File: config.mk
export PLATFORM = sky130hd
export DESIGN_NAME = udp_video_rx
export DESIGN_NICKNAME = d
export VERILOG_FILES = /design/src/rtl/udp_video_rx.sv
export SDC_FILE = /design/constraint.sdc
export NUM_CORES = 1
export LEC_CHECK = 0
export ABC_AREA = 1
export CAP_MARGIN = 5
export CORE_UTILIZATION = 30
export DETAILED_ROUTE_END_ITERATION = 10
export PLACE_DENSITY = 0.42
export RECOVER_POWER = 25
export REMOVE_ABC_BUFFERS = 1
export SETUP_SLACK_MARGIN = 0.3
export SLEW_MARGIN = 20
export SYNTH_ARGS = -nofsm -noshare
export SYNTH_HDL_FRONTEND = slang
export SYNTH_SLANG_ARGS = --single-unit
File: constraint.sdc
create_clock -name clk -period 12.27 [get_ports clk]
set_clock_uncertainty 0.1 [all_clocks]
set_input_delay 2.454 -clock clk [delete_from_list [all_inputs] [get_ports clk]]
set_output_delay 2.454 -clock clk [all_outputs]
set_load 0.03 [all_outputs]
File: src/rtl/udp_video_rx.sv
// udp_video_rx: GMII receive parser for video carried over UDP.
// Strips preamble/SFD and the Ethernet, IPv4 and UDP headers. Packets are
// filtered on destination MAC and IP. The payload is packed MSB-first into
// PIX_BYTES-wide pixel words, and a leading SYNC_WORD is flagged on vs.
// Optional feature macro: UDP_PORT_FILTER_EN. When it is defined, only packets
// whose UDP destination port equals BOARD_PORT are accepted.
module udp_video_rx #(
    parameter logic [47:0] BOARD_MAC    = 48'h00_11_22_33_44_55,
    parameter logic [31:0] BOARD_IP     = {8'd192, 8'd168, 8'd1, 8'd10},
    parameter logic [15:0] BOARD_PORT   = 16'd1234,
    parameter int          PIX_BYTES    = 3,
    parameter logic [31:0] SYNC_WORD    = 32'hF0_5A_A5_0F,
    parameter bit          ACCEPT_BCAST = 1'b1
) (
    input  logic                   clk,
    input  logic                   rst,
    input  logic                   gmii_rx_dv,
    input  logic [7:0]             gmii_rxd,
    output logic                   rec_en,
    output logic [8*PIX_BYTES-1:0] rec_data,
    output logic                   vs,
    output logic                   rec_pkt_done,
    output logic [15:0]            rec_byte_num,
    output logic                   pkt_err
);

    localparam int         W  = 8 * PIX_BYTES;
    localparam logic [2:0] PB = 3'(PIX_BYTES);

`ifdef UDP_PORT_FILTER_EN
    localparam bit PORT_FILTER = 1'b1;
`else
    localparam bit PORT_FILTER = 1'b0;
`endif

    typedef enum logic [2:0] {
        IDLE,
        PREAMBLE,
        ETH_HDR,
        IP_HDR,
        UDP_HDR,
        PAYLOAD,
        DISCARD
    } state_t;

    state_t      state_reg, state_next;
    logic [5:0]  cnt_reg, cnt_next;          // byte index inside the current header
    logic [3:0]  ihl_reg, ihl_next;
    logic        mac_uni_reg, mac_uni_next;  // dest MAC still matches BOARD_MAC
    logic        mac_bc_reg, mac_bc_next;    // dest MAC still matches broadcast
    logic [7:0]  len_hi_reg, len_hi_next;
    logic [15:0] pay_len_reg, pay_len_next;
    logic [15:0] pay_cnt_reg, pay_cnt_next;

    // Control strobes from the parser to the packing datapath
    logic        pay_byte;    // a payload byte is being sampled
    logic        pay_last;    // it is the final payload byte
    logic        abort;       // dv dropped mid-payload
    logic        empty_done;  // UDP length == 8: packet done with no payload

    logic [7:0]  mac_byte;
    logic [7:0]  ip_byte;
    logic        mac_uni_ok, mac_bc_ok;

    // Header byte of the board address that corresponds to the current index
    assign mac_byte = 8'(BOARD_MAC >> {3'd5 - cnt_reg[2:0], 3'b000});
    assign ip_byte  = 8'(BOARD_IP >> {2'd3 - cnt_reg[1:0], 3'b000});

    // Parser state register
    always_ff @(posedge clk or posedge rst) begin
        if (rst) begin
            state_reg   <= IDLE;
            cnt_reg     <= '0;
            ihl_reg     <= '0;
            mac_uni_reg <= 1'b0;
            mac_bc_reg  <= 1'b0;
            len_hi_reg  <= '0;
            pay_len_reg <= '0;
            pay_cnt_reg <= '0;
        end else begin
            state_reg   <= state_next;
            cnt_reg     <= cnt_next;
            ihl_reg     <= ihl_next;
            mac_uni_reg <= mac_uni_next;
            mac_bc_reg  <= mac_bc_next;
            len_hi_reg  <= len_hi_next;
            pay_len_reg <= pay_len_next;
            pay_cnt_reg <= pay_cnt_next;
        end
    end

    // Parser next-state logic: header checks and payload framing
    always_comb begin
        state_next   = state_reg;
        cnt_next     = cnt_reg;
        ihl_next     = ihl_reg;
        mac_uni_next = mac_uni_reg;
        mac_bc_next  = mac_bc_reg;
        len_hi_next  = len_hi_reg;
        pay_len_next = pay_len_reg;
        pay_cnt_next = pay_cnt_reg;
        pay_byte     = 1'b0;
        pay_last     = 1'b0;
        abort        = 1'b0;
        empty_done   = 1'b0;
        mac_uni_ok   = 1'b0;
        mac_bc_ok    = 1'b0;

        if (!gmii_rx_dv) begin
            state_next = IDLE;
            if (state_reg == PAYLOAD) begin
                abort = 1'b1;
            end
        end else begin
            case (state_reg)
                IDLE: begin
                    if (gmii_rxd == 8'h55) begin
                        state_next = PREAMBLE;
                        cnt_next   = 6'd1;
                    end
                end

                PREAMBLE: begin
                    if (gmii_rxd == 8'h55 && cnt_reg < 6'd7) begin
                        cnt_next = cnt_reg + 6'd1;
                    end else if (gmii_rxd == 8'hD5 && cnt_reg == 6'd7) begin
                        state_next   = ETH_HDR;
                        cnt_next     = '0;
                        mac_uni_next = 1'b1;
                        mac_bc_next  = ACCEPT_BCAST;
                    end else begin
                        state_next = DISCARD;
                    end
                end

                ETH_HDR: begin
                    cnt_next = cnt_reg + 6'd1;
                    if (cnt_reg < 6'd6) begin
                        mac_uni_ok   = mac_uni_reg && (gmii_rxd == mac_byte);
                        mac_bc_ok    = mac_bc_reg && (gmii_rxd == 8'hFF);
                        mac_uni_next = mac_uni_ok;
                        mac_bc_next  = mac_bc_ok;
                        if (cnt_reg == 6'd5 && !mac_uni_ok && !mac_bc_ok) begin
                            state_next = DISCARD;
                        end
                    end else if (cnt_reg == 6'd12) begin
                        if (gmii_rxd != 8'h08) begin
                            state_next = DISCARD;
                        end
                    end else if (cnt_reg == 6'd13) begin
                        if (gmii_rxd != 8'h00) begin
                            state_next = DISCARD;
                        end else begin
                            state_next = IP_HDR;
                            cnt_next   = '0;
                        end
                    end
                end

                IP_HDR: begin
                    cnt_next = cnt_reg + 6'd1;
                    // End of header including options; the checks below override it
                    if (cnt_reg != 6'd0 && cnt_reg == 6'({ihl_reg, 2'b00} - 6'd1)) begin
                        state_next = UDP_HDR;
                        cnt_next   = '0;
                    end
                    if (cnt_reg == 6'd0) begin
                        ihl_next = gmii_rxd[3:0];
                        if (gmii_rxd[7:4] != 4'd4 || gmii_rxd[3:0] < 4'd5) begin
                            state_next = DISCARD;
                        end
                    end else if (cnt_reg == 6'd9) begin
                        if (gmii_rxd != 8'd17) begin
                            state_next = DISCARD;
                        end
                    end else if (cnt_reg >= 6'd16 && cnt_reg <= 6'd19) begin
                        if (gmii_rxd != ip_byte) begin
                            state_next = DISCARD;
                        end
                    end
                end

                UDP_HDR: begin
                    cnt_next = cnt_reg + 6'd1;
                    case (cnt_reg)
                        6'd2: begin
                            if (PORT_FILTER && gmii_rxd != BOARD_PORT[15:8]) begin
                                state_next = DISCARD;
                            end
                        end
                        6'd3: begin
                            if (PORT_FILTER && gmii_rxd != BOARD_PORT[7:0]) begin
                                state_next = DISCARD;
                            end
                        end
                        6'd4: len_hi_next = gmii_rxd;
                        6'd5: begin
                            if ({len_hi_reg, gmii_rxd} < 16'd8) begin
                                state_next = DISCARD;
                            end
                            pay_len_next = {len_hi_reg, gmii_rxd} - 16'd8;
                        end
                        6'd7: begin
                            pay_cnt_next = '0;
                            if (pay_len_reg == 16'd0) begin
                                empty_done = 1'b1;
                                state_next = DISCARD;
                            end else begin
                                state_next = PAYLOAD;
                            end
                        end
                        default: ;
                    endcase
                end

                PAYLOAD: begin
                    pay_byte     = 1'b1;
                    pay_cnt_next = pay_cnt_reg + 16'd1;
                    if (pay_cnt_reg == pay_len_reg - 16'd1) begin
                        pay_last   = 1'b1;
                        state_next = DISCARD;  // padding and FCS are dropped
                    end
                end

                DISCARD: ;

                default: state_next = IDLE;
            endcase
        end
    end

    // Packing datapath: a 4-byte MSB-aligned byte queue. Bytes past q_cnt_reg are
    // always zero, so a short final pixel comes out zero-filled without extra masking.
    logic [31:0] q_reg, q_next, q_in;
    logic [2:0]  q_cnt_reg, q_cnt_next, cnt_in, take;
    logic        drain_reg, drain_next;
    logic        hold, flush, sync_hit, emit, done, vs_set;

    logic          rec_en_reg;
    logic [W-1:0]  rec_data_reg;
    logic          vs_reg, done_reg, err_reg;
    logic [15:0]   byte_num_reg;

    // Next queue contents, pixel emission, sync detect and completion
    always_comb begin
        q_in       = q_reg;
        cnt_in     = q_cnt_reg;
        q_next     = q_reg;
        q_cnt_next = q_cnt_reg;
        drain_next = 1'b0;
        emit       = 1'b0;
        done       = 1'b0;
        vs_set     = 1'b0;
        take       = PB;

        if (pay_byte) begin
            q_in   = q_reg | ({gmii_rxd, 24'd0} >> {q_cnt_reg, 3'b000});
            cnt_in = q_cnt_reg + 3'd1;
        end

        // The first four bytes wait until the sync compare has resolved
        hold     = pay_byte && (pay_len_reg >= 16'd4) && (pay_cnt_reg < 16'd3);
        sync_hit = pay_byte && (pay_len_reg >= 16'd4) && (pay_cnt_reg == 16'd3)
                   && (q_in == SYNC_WORD);
        flush    = pay_last || drain_reg;

        if (flush && cnt_in < PB) begin
            take = cnt_in;
        end

        q_next     = q_in;
        q_cnt_next = cnt_in;

        if (abort) begin
            q_next     = '0;
            q_cnt_next = '0;
        end else if (sync_hit) begin
            vs_set     = 1'b1;
            q_next     = '0;
            q_cnt_next = '0;
            done       = pay_last;
        end else if (!hold) begin
            if (cnt_in != 3'd0 && (flush || cnt_in >= PB)) begin
                emit       = 1'b1;
                q_next     = q_in << {take, 3'b000};
                q_cnt_next = cnt_in - take;
            end
            // Completion waits until the last queued byte has left
            if (flush) begin
                if (q_cnt_next == 3'd0) begin
                    done = 1'b1;
                end else begin
                    drain_next = 1'b1;
                end
            end
        end

        if (empty_done) begin
            done = 1'b1;
        end
    end

    // Queue and output registers; every strobe is a registered single-cycle pulse
    always_ff @(posedge clk or posedge rst) begin
        if (rst) begin
            q_reg        <= '0;
            q_cnt_reg    <= '0;
            drain_reg    <= 1'b0;
            rec_en_reg   <= 1'b0;
            rec_data_reg <= '0;
            vs_reg       <= 1'b0;
            done_reg     <= 1'b0;
            err_reg      <= 1'b0;
            byte_num_reg <= '0;
        end else begin
            q_reg      <= q_next;
            q_cnt_reg  <= q_cnt_next;
            drain_reg  <= drain_next;
            rec_en_reg <= emit;
            vs_reg     <= vs_set;
            done_reg   <= done;
            err_reg    <= abort;
            if (emit) begin
                rec_data_reg <= q_in[31 -: W];
            end
            if (done) begin
                byte_num_reg <= pay_len_reg;
            end
        end
    end

    assign rec_en       = rec_en_reg;
    assign rec_data     = rec_data_reg;
    assign vs           = vs_reg;
    assign rec_pkt_done = done_reg;
    assign rec_byte_num = byte_num_reg;
    assign pkt_err      = err_reg;

endmodule

After elaboration in Yosys (flattened, before gate mapping)

Cells that the tools add are included.

Flip-flop bits (word level): 135
Input port bits: 11
Logic and storage cells: 196

Add/subtract/negate cells: 9
Order comparisons: 10
Eq/ne operators: 39
Shifts and indexed selects: 4
Mux-type cells: 80
Bitwise logic cells: 1
Reduce and logical (&&, ||, !) cells: 36

Operator list:

| cell                  | count |
|---|---|
| $mux 32               | 5 |
| $mux 3                | 28 |
| $mux 6                | 8 |
| $shr 37x6->8 const A  | 1 |
| $eq 32x32->1 const B  | 1 |
| $or 32x32->32         | 1 |
| $pmux 16 s2           | 1 |
| $shl 32x6->32         | 1 |
| $shr 32x5->8 const A  | 1 |
| $shr 32x6->32         | 1 |
| $mux 1                | 31 |
| $pmux 6 s5            | 1 |
| $pmux 3 s7            | 1 |
| $eq 6x3->1 const B    | 3 |
| $eq 6x4->1 const B    | 3 |
| $add 16x1->16 const B | 1 |
| $eq 16x16->1          | 1 |
| $eq 16x2->1 const B   | 1 |
| $eq 8x8->1 const B    | 2 |
| $ge 16x3->1 const B   | 1 |
| $logic_not 16->1      | 1 |
| $lt 16x2->1 const B   | 1 |
| $lt 16x4->1 const B   | 1 |
| $mux 16               | 1 |
| other kinds (46)      | 82 |

Depth between registers and ports, before layout

Depth after elaboration: 20
Gate-level depth with buffers: 23
Depth with buffers taken out: 22

Worst setup path after synthesis

Ideal clock, no wire load.

Kind: in2reg
From: input port gmii_rx_dv
To: register byte_num_reg[2], in the netlist rec_byte_num[2]
Library setup time: 0.117 ns
Arrival: 4.253 ns
Required time: 12.053 ns
Path slack: 7.800 ns
Stages on the path: 18
Path through: nand2_2 buf_6 nor2_4 xor2_2 inv_2 nand2_1 nand2_1 nand2_1 nand2_1 ha_1 xor2_1 nor2_2 nor2_4 nand3_4 nand2_4 buf_8 nand2_1 nand2_1

Longest elaborated chain between the ends: 17

RTL lines:

| element                | RTL line | text |
|---|---|---|
| start: declaration     | 17       | `input logic gmii_rx_dv,` |
| $mux 1                 | 109      | `if (!gmii_rx_dv) begin` |
| $mux 3                 | 256      | `if (pay_byte) begin` |
| $lt 3x2->1             | 267      | `if (flush && cnt_in < PB) begin` |
| $logic_and 1x1->1      | 267      |  |
| $mux 3                 | 267      |  |
| $sub 3x3->3            | 286      | `q_cnt_next = cnt_in - take;` |
| $mux 3                 | 283      | `if (cnt_in != 3'd0 && (flush \|\| cnt_in >= PB)) begin` |
| $mux 3                 | 282      | `end else if (!hold) begin` |
| [2 not listed]         | -        |  |
| $logic_not 3->1        | 290      | `if (q_cnt_next == 3'd0) begin` |
| $mux 1                 | 290      |  |
| $mux 1                 | 289      | `if (flush) begin` |
| $mux 1                 | 282      |  |
| $mux 1                 | 277      | `end else if (sync_hit) begin` |
| $mux 1                 | 274      | `if (abort) begin` |
| $mux 1 *               | 298      | `if (empty_done) begin` |
| net done               | 237      | `logic hold, flush, sync_hit, emit, done, vs_set;` |
| end signal: assignment | 327      | `byte_num_reg <= pay_len_reg;` |
| end: declaration       | 242      | `logic [15:0] byte_num_reg;` |

The timed path passes the listed nets; every way through them passes the cells marked *. The select of a mux whose other input is x is not followed.
A chain may end at the register's enable or synchronous reset.

Final worst setup path

From: input port gmii_rx_dv
To: register q_reg[10]

Longest elaborated chain between the ends: 10

RTL lines:

| element                | RTL line | text |
|---|---|---|
| $mux 1                 | 109      |  |
| $mux 3                 | 256      |  |
| $lt 3x2->1             | 267      |  |
| $logic_and 1x1->1      | 267      |  |
| $mux 3                 | 267      |  |
| $shl 32x6->32          | 285      | `q_next = q_in << {take, 3'b000};` |
| $mux 32                | 283      |  |
| $mux 32                | 282      |  |
| $mux 32                | 277      |  |
| $mux 32 *              | 274      |  |
| net q_next[10]         | 234      | `logic [31:0] q_reg, q_next, q_in;` |
| end signal: assignment | 316      | `q_reg <= q_next;` |
| end: declaration       | 234      |  |

The timed path passes the listed nets; every way through them passes the cells marked *.

==> Flow_metrics.wiki <==
{| class="wikitable"
! Metric !! Value
|-
| Max-cap viol count || 1
|-
| Number of post-CTS setup repair buffers || 0
|-
| Post-synthesis adder-cell area fraction || between 2 and 2.5%
|-
| Largest net degree at the start of global routing || 76
|-
| Gate count of the mapped netlist || approximately 1100
|-
| Final core utilization || 36.00%
|-
| Amount of wire on met3 after detailed routing || about 1100 um
|-
| Routed vias || roughly 7700
|-
| Maximum clock insertion buffer count || 2
|-
| Area enclosed by the die boundary || 0.02856 sq mm
|-
| Ratio of cells with drive above 1 in the final layout || 8.155%
|-
| Drt pass-1 iters || 5
|-
| Number of failing hold endpoints at the final stage || 0
|-
| Filler cell count || between 2000 and 3000
|-
| Crit path top cell by count || sky130_fd_sc_hd__nand2_1
|-
| Initial Util || 30.78%
|-
| Wire length reported by the detailed router || roughly 27000 um
|-
| Slowest-stage cell, CP || sky130_fd_sc_hd__dlygate4sd3_1
|-
| Time the worst path needs with I/O delays and setup || between 6 and 7 ns
|-
| Clock network latency to the later pin of the worst-skew pair || roughly 0.43 ns
|-
| Peak supply drop || 0.07355 mV
|-
| Final routed DRC violation total || 0
|-
| Status || finished, violations left
|-
| Crit path buf inv count || 3
|-
| Basic-gate share of the synthesized area counting and, or, nand and nor cells || 29.70%
|-
| Post-DRT Antenna Nets || 0
|-
| Data arrival at the endpoint of the critical path || 6.47 ns
|-
| Avg Vias per Cell || roughly 5.0
|-
| Area overhead of the layout relative to synthesis || 16.95%
|-
| Post-placement cell area || about 0.0092 sq mm
|-
| Leakage power || approximately 4.4 nW
|-
| Root buffer cell || sky130_fd_sc_hd__clkbuf_16
|-
| Pins over their slew limit || 62
|-
| Violated checks || max-capacitance violations, max-slew violations
|-
| Total negative slack for setup checks || 0 ns
|-
| Worst setup slack after placement || approximately 5.6 ns
|-
| Area share of the largest cell type after synthesis || about 40%
|-
| Transition time of the tightest slew-check pin || 2.881 ns
|-
| Via count of the first global-routing pass || about 7600
|-
| TritonCTS buffer count || 17
|-
| Largest family of logic cells by synthesized area || simple AND/OR/NAND/NOR gates
|-
| CP max stage delay || between 0.7 and 0.8 ns
|-
| Number of I/O pins || 55
|-
| # resized after CTS || 0
|-
| CP Launch Type || input pin
|-
| Cell type with the highest aggregate area in the netlist || sky130_fd_sc_hd__dfrtp_1
|-
| Number of register bits inferred by synthesis || roughly 140
|-
| CTS Hold Bufs || 0
|-
| Required time at the endpoint of the critical path || roughly 13 ns
|-
| Die width || 169.0 um
|-
| Worst hold slack || 0.3763 ns
|-
| Total congestion overflow after global routing || 0
|-
| Number of flip-flops in the largest register || 32
|-
| Async set-reset flop share out of synthesis || 100.0%
|-
| Pwr Density || 212.5 mW/mm^2
|-
| H-tree depth || 4
|-
| Kind of end point of the critical path || flop
|-
| Final RePlAce weighted congestion || around 0.85
|-
| Count of warnings emitted by yosys || 0
|-
| Worst setup path category || in -> reg
|-
| Achievable frequency || roughly 0.16 GHz
|-
| Total length of routed met2 wires || 12510 um
|-
| Unrepaired setup endpoints after global routing || false
|-
| TritonCTS clock tree || yes
|-
| Ys flop type || sky130_fd_sc_hd__dfrtp_1
|-
| Diodes inserted || 0
|-
| Total Nets Final || approximately 1200
|-
| Number of flops mapped to enable cells by yosys || 0
|-
| Final cycle utilization of the critical path || roughly half
|-
| Synthesized cell area || about 0.0084 sq mm
|-
| Worst Slack Setup Final || 6.026 ns
|-
| Number of sinks handled by clock tree synthesis || roughly 140
|-
| Synthesized area per cell || 7.523 sq um
|-
| Number of buffer cells added on primary ports || 54
|-
| Multiplexer share of the synthesized area || 0%
|-
| Tightest Hold Check Type || reg -> reg
|-
| Peak fanout along the critical path || 24
|-
| Clock-pin slew on the worst setup and hold paths || 0.07 ns
|-
| Post-detailed-route wirelength per cell || between 15 and 20 um
|-
| Global-route wire length before repair || between 40000 and 50000 um
|-
| Std cell rows || 60
|-
| Hpwl dp || about 19000 um
|-
| DRC violation total after the first TritonRoute iteration || roughly 600
|-
| Fraction of the mapped netlist area in compound gates || 15.81%
|-
| Number of antenna violations at the first check in global routing || 0
|-
| Die Span Y || approximately 170 um
|-
| Detailed-routing wirelength on met1 || around 13000 um
|-
| Kind of cell adding the most delay to the critical path || simple AND/OR/NAND/NOR gates
|-
| Sequence of cells on the critical path || dlygate4sd3_1, inv_1, nor2_4, a31oi_1, nand2_1, nor3_1, nand2_1, nor2_1, nand3_1, inv_1, nor2_1, nand2_1, o21ai_0
|-
| Final Setup Violations || 0
|-
| XOR/XNOR share of the synthesized area || about 3.2%
|-
| Max-Slew Margin vs Limit || -93.10%
|-
| Combined global-route utilization of all metal layers || between 15 and 20%
|-
| Count of cell types in the netlist || between 50 and 60
|-
| Core area || 0.02718 sq mm
|-
| Final design area excluding fillers || just under 0.01 sq mm
|-
| Highest metal used || met4
|-
| Ranking of synthesized cells by area || sky130_fd_sc_hd__dfrtp_1 40%, sky130_fd_sc_hd__nand2_1 12%, sky130_fd_sc_hd__inv_1 5.9%
|-
| Register area share after synthesis || 40.38%
|}
## cells in the final DEF (no fill, tap or decap), drive strengths merged, types with 4 or more instances in the layout
cell and instances:
xor2 15, nand4 22, inv 141, o211ai 9, nand3b 5, ha 14
nand3 84, o21ai 117, o21bai 20, clkdlybuf4s50 52, nor4 6, xnor2 14
nand2 279, nor3 27, dfrtp 135, o22ai 5, clkbuf 19, a21oi 28
clkinvlp 4, a31oi 23, nor2 119
## logic make-up (layout without fill, tap and decap cells)
group / count (synthesis) / after routing
XOR/XNOR: 29 / 29
buffers and inverters: 171 / 224
adder cells (fa/ha/maj): 14 / 14
flip-flops: 135 / 135
AND/OR/NAND/NOR: 547 / 547
AO/OA/AOI/OAI: 216 / 216
## routing by layer
metal / up-vias / GRT usage (%)
li1: 3761 / -
met1: 3667 / 27.28
met2: 187 / 31.42
met3: 35 / 3.180
met4: 0 / 6.267
met5: - / 0
## worst paths after layout
| kind | startpoint | to | slack, ns | cells after the start |
|---|---|---|---|---|
| max in group asynchronous | rst | rec_data[22]$_DFFE_PP0P_ | 7.21 | 3 |
| max reg2reg | state_reg[1]$_DFFE_PP0P_ | q_reg[10]$_DFF_PP0_ | 8.27 | 13 |
| min in group asynchronous | rst | cnt_reg[0]$_DFFE_PP0P_ | 3.19 | 2 |
| min | rec_data[17]$_DFFE_PP0P_ | rec_data[17]$_DFFE_PP0P_ | 0.38 | 2 |
| max | gmii_rx_dv | q_reg[10]$_DFF_PP0_ | 6.03 | 13 |
| min reg2reg | rec_data[17]$_DFFE_PP0P_ | rec_data[17]$_DFFE_PP0P_ | 0.38 | 2 |
## worst register-to-register path, cell delays in order (launching register included)
cell and delay [ns]:
sky130_fd_sc_hd__dfrtp_1 0.44, sky130_fd_sc_hd__inv_1 0.12, sky130_fd_sc_hd__nand3_2 0.13, sky130_fd_sc_hd__inv_2 0.11, sky130_fd_sc_hd__nand2_2 0.42, sky130_fd_sc_hd__o21bai_1 0.54
sky130_fd_sc_hd__nor3_1 0.11, sky130_fd_sc_hd__nand2_1 0.08, sky130_fd_sc_hd__nor2_1 0.05, sky130_fd_sc_hd__nand3_1 0.14, sky130_fd_sc_hd__inv_1 0.07, sky130_fd_sc_hd__nor2_1 0.54
sky130_fd_sc_hd__nand2_1 0.66, sky130_fd_sc_hd__o21ai_0 0.38
## synth_stat cells (2+ instances only)
cell type,instances
sky130_fd_sc_hd__a21oi_1,28
sky130_fd_sc_hd__a31oi_1,22
sky130_fd_sc_hd__buf_2,14
sky130_fd_sc_hd__buf_6,8
sky130_fd_sc_hd__clkbuf_1,11
sky130_fd_sc_hd__dfrtp_1,135
sky130_fd_sc_hd__ha_1,14
sky130_fd_sc_hd__inv_1,132
sky130_fd_sc_hd__inv_2,3
sky130_fd_sc_hd__nand2_1,266
sky130_fd_sc_hd__nand2_2,10
sky130_fd_sc_hd__nand2_4,3
sky130_fd_sc_hd__nand3_1,80
sky130_fd_sc_hd__nand3_2,3
sky130_fd_sc_hd__nand3b_1,5
sky130_fd_sc_hd__nand4_1,21
sky130_fd_sc_hd__nor2_1,104
sky130_fd_sc_hd__nor2_2,6
sky130_fd_sc_hd__nor2_4,9
sky130_fd_sc_hd__nor3_1,26
sky130_fd_sc_hd__nor4_1,5
sky130_fd_sc_hd__o211ai_1,9
sky130_fd_sc_hd__o21ai_0,93
sky130_fd_sc_hd__o21ai_1,10
sky130_fd_sc_hd__o21ai_2,14
sky130_fd_sc_hd__o21bai_1,17
sky130_fd_sc_hd__o21bai_2,2
sky130_fd_sc_hd__o22ai_1,5
sky130_fd_sc_hd__o311ai_0,2
sky130_fd_sc_hd__o32ai_1,3
sky130_fd_sc_hd__or2_2,2
sky130_fd_sc_hd__or3_1,2
sky130_fd_sc_hd__xnor2_1,14
sky130_fd_sc_hd__xor2_1,13
sky130_fd_sc_hd__xor2_2,2
## power by group
group / switching [W] / internal (W) / total (W)
combinational: 0.000574 / 0.000277 / 0.000851
clock: 0.000233 / 0.000326 / 0.000559
sequential: 0.000118 / 0.000551 / 0.000669
## through the flow
step | instances | power [W]
global route | 1537 | 0.002227
CTS | 1537 | 0.002096
detailed placement | 1505 | 0.001529
finish | 1537 | 0.002079
global placement | 1505 | 0.001538
floorplan | 1076 | 0.001243
## layout make-up
type | instances | area (sq um) | area share [%]
multi-input combinational | 806 | 4252 | 43.46
sequential | 135 | 3378 | 34.53
timing repair buffer | 57 | 563.0 | 5.755
inverter | 135 | 508.0 | 5.192
tap | 372 | 465.4 | 4.758
clock buffer | 18 | 429.2 | 4.387
clock inverter | 14 | 187.7 | 1.918
(Power assumes the default switching activity.)
